===== src/rtl/sar_pkg.sv =====
// ---------------------------------------------------------------------------
// sar_pkg
// Shared definitions for the SAR conversion sequencer:
//   - default resolution, sample length and comparator timeout
//   - sequencer state encoding
//   - comparator decision codes, formed as {sp, sn} from the synchronized
//     comparator outputs
// ---------------------------------------------------------------------------
package sar_pkg;

   localparam int NBITS_DEF         = 10;
   localparam int SAMPLE_CYCLES_DEF = 4;
   localparam int CMP_TIMEOUT_DEF   = 8;

   typedef enum logic [2:0] {
      ST_IDLE,
      ST_SAMPLE,
      ST_FIRE,
      ST_PRECHG,
      ST_DONE
   } state_t;

   // A dynamic comparator rests at 11 while precharged and drops exactly one
   // side when it resolves; 00 is an unresolved/metastable-looking reading.
   typedef enum logic [1:0] {
      CMP_NONE  = 2'b00,
      CMP_CLEAR = 2'b01,
      CMP_KEEP  = 2'b10,
      CMP_PRECH = 2'b11
   } cmp_t;

endpackage


===== src/rtl/sar_cmp_sync.sv =====
// ---------------------------------------------------------------------------
// sar_cmp_sync
// Two-stage synchronizer for the comparator output pair, which toggles
// asynchronously to clk.
// Ports:
//   clk   - sequencer clock
//   reset - synchronous, active-high
//   din   - raw {outp, outn}
//   dout  - synchronized {sp, sn}
// ---------------------------------------------------------------------------
module sar_cmp_sync (
   input  logic       clk,
   input  logic       reset,
   input  logic [1:0] din,
   output logic [1:0] dout
);

   logic [1:0] meta;

   // Resetting to 11 matches the comparator's precharged resting state, so
   // the sequencer never sees a phantom decision straight out of reset.
   always_ff @(posedge clk) begin
      if (reset) begin
         meta <= 2'b11;
         dout <= 2'b11;
      end else begin
         meta <= din;
         dout <= meta;
      end
   end

endmodule


===== src/rtl/sar_sequencer.sv =====
// ---------------------------------------------------------------------------
// sar_sequencer
// Successive-approximation conversion sequencer: samples the input, then
// walks the CDAC trial code MSB-first using a dynamic comparator, with a
// per-phase timeout so a stuck comparator cannot hang a conversion.
// Ports:
//   clk, reset  - clock and synchronous active-high reset
//   start       - conversion request, only honoured in IDLE
//   outp, outn  - asynchronous comparator outputs
//   clks        - sample-switch enable
//   clkc        - comparator evaluate (1) / precharge (0)
//   dac_code    - trial code to the CDAC
//   data        - last completed result
//   valid       - one-cycle result pulse
//   busy        - conversion in progress
//   err         - comparator timeout seen during the current/last conversion
// ---------------------------------------------------------------------------
module sar_sequencer
   import sar_pkg::*;
#(
   parameter int NBITS         = NBITS_DEF,
   parameter int SAMPLE_CYCLES = SAMPLE_CYCLES_DEF,
   parameter int CMP_TIMEOUT   = CMP_TIMEOUT_DEF
) (
   input  logic             clk,
   input  logic             reset,
   input  logic             start,
   input  logic             outp,
   input  logic             outn,
   output logic             clks,
   output logic             clkc,
   output logic [NBITS-1:0] dac_code,
   output logic [NBITS-1:0] data,
   output logic             valid,
   output logic             busy,
   output logic             err
);

   localparam int CNT_MAX = (SAMPLE_CYCLES > CMP_TIMEOUT) ? SAMPLE_CYCLES : CMP_TIMEOUT;
   localparam int CNT_W   = $clog2(CNT_MAX + 1);
   localparam int K_W     = (NBITS > 1) ? $clog2(NBITS) : 1;

   state_t             state, state_nxt;
   logic [K_W-1:0]     k, k_nxt;
   logic [CNT_W-1:0]   cnt, cnt_nxt;
   logic               clks_nxt, clkc_nxt, valid_nxt, busy_nxt, err_nxt;
   logic [NBITS-1:0]   dac_nxt, data_nxt;
   logic [1:0]         sync_pair;
   cmp_t               cmp;
   logic               timeout;

   sar_cmp_sync u_sync (
      .clk   (clk),
      .reset (reset),
      .din   ({outp, outn}),
      .dout  (sync_pair)
   );

   assign cmp     = cmp_t'(sync_pair);
   assign timeout = (cnt == CNT_W'(CMP_TIMEOUT - 1));

   // Every output is a register; the next-state logic below computes the
   // value each one takes on the coming edge.
   always_ff @(posedge clk) begin
      if (reset) begin
         state    <= ST_IDLE;
         k        <= '0;
         cnt      <= '0;
         clks     <= 1'b0;
         clkc     <= 1'b0;
         dac_code <= '0;
         data     <= '0;
         valid    <= 1'b0;
         busy     <= 1'b0;
         err      <= 1'b0;
      end else begin
         state    <= state_nxt;
         k        <= k_nxt;
         cnt      <= cnt_nxt;
         clks     <= clks_nxt;
         clkc     <= clkc_nxt;
         dac_code <= dac_nxt;
         data     <= data_nxt;
         valid    <= valid_nxt;
         busy     <= busy_nxt;
         err      <= err_nxt;
      end
   end

   // Next-state and output logic. The counter times the sample window and is
   // then reused as the per-visit timeout for each comparator phase. A FIRE
   // timeout treats the bit as "Vin below DAC", which biases a dead
   // comparator toward an all-zero result rather than a random one.
   always_comb begin
      state_nxt = state;
      k_nxt     = k;
      cnt_nxt   = cnt;
      clks_nxt  = clks;
      clkc_nxt  = clkc;
      dac_nxt   = dac_code;
      data_nxt  = data;
      valid_nxt = 1'b0;
      busy_nxt  = busy;
      err_nxt   = err;

      case (state)
         ST_IDLE: begin
            if (start) begin
               state_nxt = ST_SAMPLE;
               busy_nxt  = 1'b1;
               clks_nxt  = 1'b1;
               err_nxt   = 1'b0;
               cnt_nxt   = '0;
            end
         end

         ST_SAMPLE: begin
            if (cnt == CNT_W'(SAMPLE_CYCLES - 1)) begin
               state_nxt          = ST_FIRE;
               clks_nxt           = 1'b0;
               clkc_nxt           = 1'b1;
               dac_nxt            = '0;
               dac_nxt[NBITS-1]   = 1'b1;
               k_nxt              = K_W'(NBITS - 1);
               cnt_nxt            = '0;
            end else begin
               cnt_nxt = cnt + 1'b1;
            end
         end

         ST_FIRE: begin
            if (cmp == CMP_KEEP || cmp == CMP_CLEAR || timeout) begin
               if (cmp != CMP_KEEP) begin
                  dac_nxt[k] = 1'b0;
               end
               if (cmp != CMP_KEEP && cmp != CMP_CLEAR) begin
                  err_nxt = 1'b1;
               end
               state_nxt = ST_PRECHG;
               clkc_nxt  = 1'b0;
               cnt_nxt   = '0;
            end else begin
               cnt_nxt = cnt + 1'b1;
            end
         end

         ST_PRECHG: begin
            if (cmp == CMP_PRECH || timeout) begin
               if (cmp != CMP_PRECH) begin
                  err_nxt = 1'b1;
               end
               cnt_nxt = '0;
               if (k == '0) begin
                  state_nxt = ST_DONE;
               end else begin
                  dac_nxt[k - K_W'(1)] = 1'b1;
                  k_nxt                = k - K_W'(1);
                  state_nxt            = ST_FIRE;
                  clkc_nxt             = 1'b1;
               end
            end else begin
               cnt_nxt = cnt + 1'b1;
            end
         end

         ST_DONE: begin
            data_nxt  = dac_code;
            valid_nxt = 1'b1;
            busy_nxt  = 1'b0;
            state_nxt = ST_IDLE;
         end

         default: begin
            state_nxt = ST_IDLE;
         end
      endcase
   end

endmodule

===== config.mk =====
export PLATFORM = sky130hd
export DESIGN_NAME = sar_sequencer
export DESIGN_NICKNAME = d
export VERILOG_FILES = /design/src/rtl/sar_pkg.sv /design/src/rtl/sar_cmp_sync.sv /design/src/rtl/sar_sequencer.sv
export SDC_FILE = /design/constraint.sdc
export NUM_CORES = 1
export LEC_CHECK = 0
export CORE_MARGIN = 2
export CORE_UTILIZATION = 53
export CTS_BUF_LIST = sky130_fd_sc_hd__clkbuf_4 sky130_fd_sc_hd__clkbuf_8
export DETAILED_ROUTE_END_ITERATION = 6
export PLACE_DENSITY = 0.75
export SLEW_MARGIN = 0
export SYNTH_ARGS = -nofsm -noshare
export SYNTH_HDL_FRONTEND = slang
export SYNTH_SLANG_ARGS = --single-unit
export TNS_END_PERCENT = 100

===== constraint.sdc =====
create_clock -name clk -period 2.42 [get_ports clk]
set_clock_uncertainty 0.2 [all_clocks]
set_input_delay 0.484 -clock clk [delete_from_list [all_inputs] [get_ports clk]]
set_output_delay 0.484 -clock clk [all_outputs]
set_load 0.005 [all_outputs]

==> reports/summary.json <==
{
  "status": {"value": "finished clean"},
  "crit_family": {"value": "compound AO/OA/AOI/OAI gates"},
  "ctsLongestPathBuffers": {"value": 2},
  "cts_buffers": {"value": 5},
  "synth_cell_type_count": {"value": 52},
  "dieWidth": {"value": 65.3, "unit": "µm"},
  "async_flop_share": {"value": 0},
  "crit_fanout": {"value": 7},
  "worstSetupEndpointType": {"value": "register"},
  "port_buffers": {"value": 29},
  "placed_cell_area": {"value": 0.00233, "unit": "mm²"},
  "grt_use_total": {"value": 0.224},
  "met3_track_demand_over_resource_in_global_routing": {"value": 0.0462},
  "finalMaxSlewViolations": {"value": 0},
  "cts.repair_timing.setup_buffer_count": {"value": 0},
  "critPathBufInv": {"value": 1},
  "post_synth_inst_count": {"value": 235},
  "setup_total_negative_slack": {"value": 0, "unit": "ns"},
  "dp_slack": {"value": 0.134, "unit": "ns"},
  "hold_class": {"value": "register to register"},
  "ys_seq_area_frac": {"value": 0.402},
  "max-cap-violations": {"value": 0},
  "final_antenna_net_count": {"value": 0},
  "initial_utilization": {"value": 0.548},
  "critPathLaunch": {"value": "u_sync.dout[0]$_SDFF_PP1_"},
  "dominantRegCellSynth": {"value": "sky130_fd_sc_hd__dfxtp_1"},
  "maximum_number_of_pins_on_one_net_before_global_route_repair": {"value": 41},
  "use_met1": {"value": 0.286},
  "synth_top_cells_by_area": {"value": "sky130_fd_sc_hd__dfxtp_1, sky130_fd_sc_hd__a21oi_1, sky130_fd_sc_hd__nand2_1"},
  "worst_ep_required_time": {"value": 2.46, "unit": "ns"},
  "detail_route.iter0.violations": {"value": 134},
  "syn-mean-instance-area": {"value": 8.48, "unit": "µm²"},
  "post_route_cells_drive_above_1_share": {"value": 0.133},
  "global_route_wire_length_before_repair": {"value": 7.45, "unit": "mm"},
  "yosys.area.top_type": {"value": "sky130_fd_sc_hd__dfxtp_1"},
  "static-leakage-power": {"value": 0.848, "unit": "nW"},
  "die_height": {"value": 65.3, "unit": "µm"},
  "design.portCount": {"value": 30},
  "powerDensity": {"value": 868, "unit": "mW/mm²"},
  "num_antenna_cells": {"value": 0},
  "core_region_area": {"value": 0.00363, "unit": "mm²"},
  "drt_pass_1_iters": {"value": 4},
  "drc": {"value": 0},
  "synthToLayoutAreaGrowth": {"value": 22.4, "unit": "%"},
  "max_slew_margin": {"value": 0.624},
  "clock_insertion_delay_worst_skew": {"value": 0.29, "unit": "ns"},
  "synthDominantCellAreaShare": {"value": 0.402},
  "ir_drop": {"value": 0.651, "unit": "mV"},
  "cts_sinks": {"value": 40},
  "timing.rr.start": {"value": "u_sync.dout[0]$_SDFF_PP1_"},
  "groute.layer.met2.usage": {"value": 0.372},
  "finalWorstSetupSlack": {"value": 0.189, "unit": "ns"},
  "crit_path_start_kind": {"value": "register"},
  "hold_viol_final": {"value": 0},
  "fill_cells": {"value": 305},
  "htreeDepth": {"value": 2},
  "dieArea": {"value": 0.00426, "unit": "mm²"},
  "grt-ovfl-total": {"value": 0},
  "routed_wl": {"value": 4.36, "unit": "mm"},
  "synth-edff-count": {"value": 0},
  "final.period_utilization": {"value": 0.922},
  "worst_margin_pin_slew": {"value": 0.561, "unit": "ns"},
  "yosysWarnings": {"value": 0},
  "layout.core_utilization": {"value": 0.671},
  "wl_per_cell": {"value": 14.0, "unit": "µm"},
  "critPathMaxStageDelay": {"value": 0.46, "unit": "ns"},
  "hold_start": {"value": "u_sync.meta[1]$_SDFF_PP1_"},
  "grt-busiest-layer": {"value": "met2"},
  "routed-via-count": {"value": 1781},
  "cts_root_buffer": {"value": "sky130_fd_sc_hd__clkbuf_8"},
  "layout.nets": {"value": 275},
  "timing_worst_setup_path_type": {"value": "register to register"},
  "synth_nets": {"value": 247},
  "average_vias_per_placed_instance": {"value": 5.73},
  "final_cell_area": {"value": 0.00244, "unit": "mm²"},
  "finalSetupViolCount": {"value": 0},
  "tritoncts": {"value": "done"},
  "worstPathArrival": {"value": 2.27, "unit": "ns"},
  "highest_achievable_clock_rate": {"value": 0.448, "unit": "GHz"},
  "synth_seq_cells": {"value": 40},
  "clock_transition_at_the_register_clock_pins_on_the_worst_setup_and_hold_paths_after_cts": {"value": 0.07, "unit": "ns"},
  "yosysMostFrequentCell": {"value": "sky130_fd_sc_hd__dfxtp_1"},
  "final.min_clock_period": {"value": 2.23, "unit": "ns"},
  "gp_routability_congestion": {"value": 0.866},
  "synth_commonest_cells": {"value": "sky130_fd_sc_hd__dfxtp_1, sky130_fd_sc_hd__nand2_1, sky130_fd_sc_hd__a21oi_1, sky130_fd_sc_hd__nor2_1"},
  "unrepaired_setup_endpoints_after_global_routing": {"value": "false"},
  "synth.cell_area": {"value": 0.00199, "unit": "mm²"},
  "grt_antenna_before_repair": {"value": 0},
  "num_rows": {"value": 22},
  "crit_path_cell_trace": {"value": "inv_1 -> ha_1 -> o2111ai_2 -> o211ai_2 -> nor3_2 -> o221a_1"},
  "first_global_vias": {"value": 1651},
  "place_hpwl": {"value": 3.13, "unit": "mm"},
  "crit_slowest_cell": {"value": "sky130_fd_sc_hd__o2111ai_2"}
}
-- power breakdown --
part           leakage [nW]  total [W]  switching [W]  internal (W)
sequential            0.325   0.000818      0.0000925      0.000725
clock                0.0503   0.000470       0.000216      0.000254
combinational         0.473   0.000828       0.000493      0.000335
-- through the flow --
| step | total power [W] | instances | hold slack, ns |
|---|---|---|---|
| after floorplan | 0.00142 | 235 | 0.189 |
| after global placement | 0.00161 | 304 | 0.192 |
| after detailed placement | 0.00162 | 304 | 0.200 |
| after CTS | 0.00210 | 311 | 0.213 |
| after global routing | 0.00224 | 311 | 0.240 |
| final | 0.00212 | 311 | 0.211 |
-- placed cells by master, fill, tap and decap left out, drive strengths merged, types with 4 or more instances in the layout --
master	n
nand2	38
clkdlybuf4s50	29
nor3	8
a211oi	4
nor2	27
a31oi	5
or2	5
a21oi	27
o21ai	4
clkbuf	7
dfxtp	40
o221a	4
nor2b	5
buf	6
ha	7
inv	7
-- final timing paths --
check                         endpoint  slack, ns  cells past startpoint
max           dac_code[7]$_SDFFE_PP0P_       0.19                      6
min reg2reg  u_sync.dout[1]$_SDFF_PP1_       0.21                      1
max reg2reg   dac_code[7]$_SDFFE_PP0P_       0.19                      6
min          u_sync.dout[1]$_SDFF_PP1_       0.21                      1
-- layer usage --
layer  part of all wire  vias up
met5                  0        -
met4              0.014        0
met1               0.47      835
met3              0.044        6
li1                   -      893
met2               0.47       47
-- registers in the layout, summed over array words and instances (netlist names), 2 cells and up --
signal	flops
data	10
dac_code	10
u_sync.meta	2
k	4
cnt	4
state	3
u_sync.dout	2
-- timing repair --
item,in CTS,in global routing
setup endpoints to repair,0,5
gates resized for setup,0,1
hold buffers,0,0
-- cells by family (layout without fill, tap and decap cells) --
| logic type | after synthesis | count (layout) | synth area share |
|---|---|---|---|
| buf+inv | 21 | 49 | 0.0465 |
| xor+xnor | 1 | 1 | 0.00440 |
| fa+ha+maj | 7 | 7 | 0.0440 |
| simple gates | 102 | 102 | 0.261 |
| compound gates | 63 | 63 | 0.237 |
| mux | 1 | 1 | 0.00503 |
| flops | 40 | 40 | 0.402 |
-- cell type report --
cell class | count | area (µm²) | area share
Sequential cell | 40 | 801 | 0.328
Tap cell | 48 | 60.1 | 0.0246
Timing Repair Buffer | 35 | 348 | 0.143
Clock buffer | 7 | 96.3 | 0.0395
Inverter | 7 | 26.3 | 0.0108
Multi-Input combinational cell | 174 | 1110 | 0.454
(Power assumes the default switching activity.)
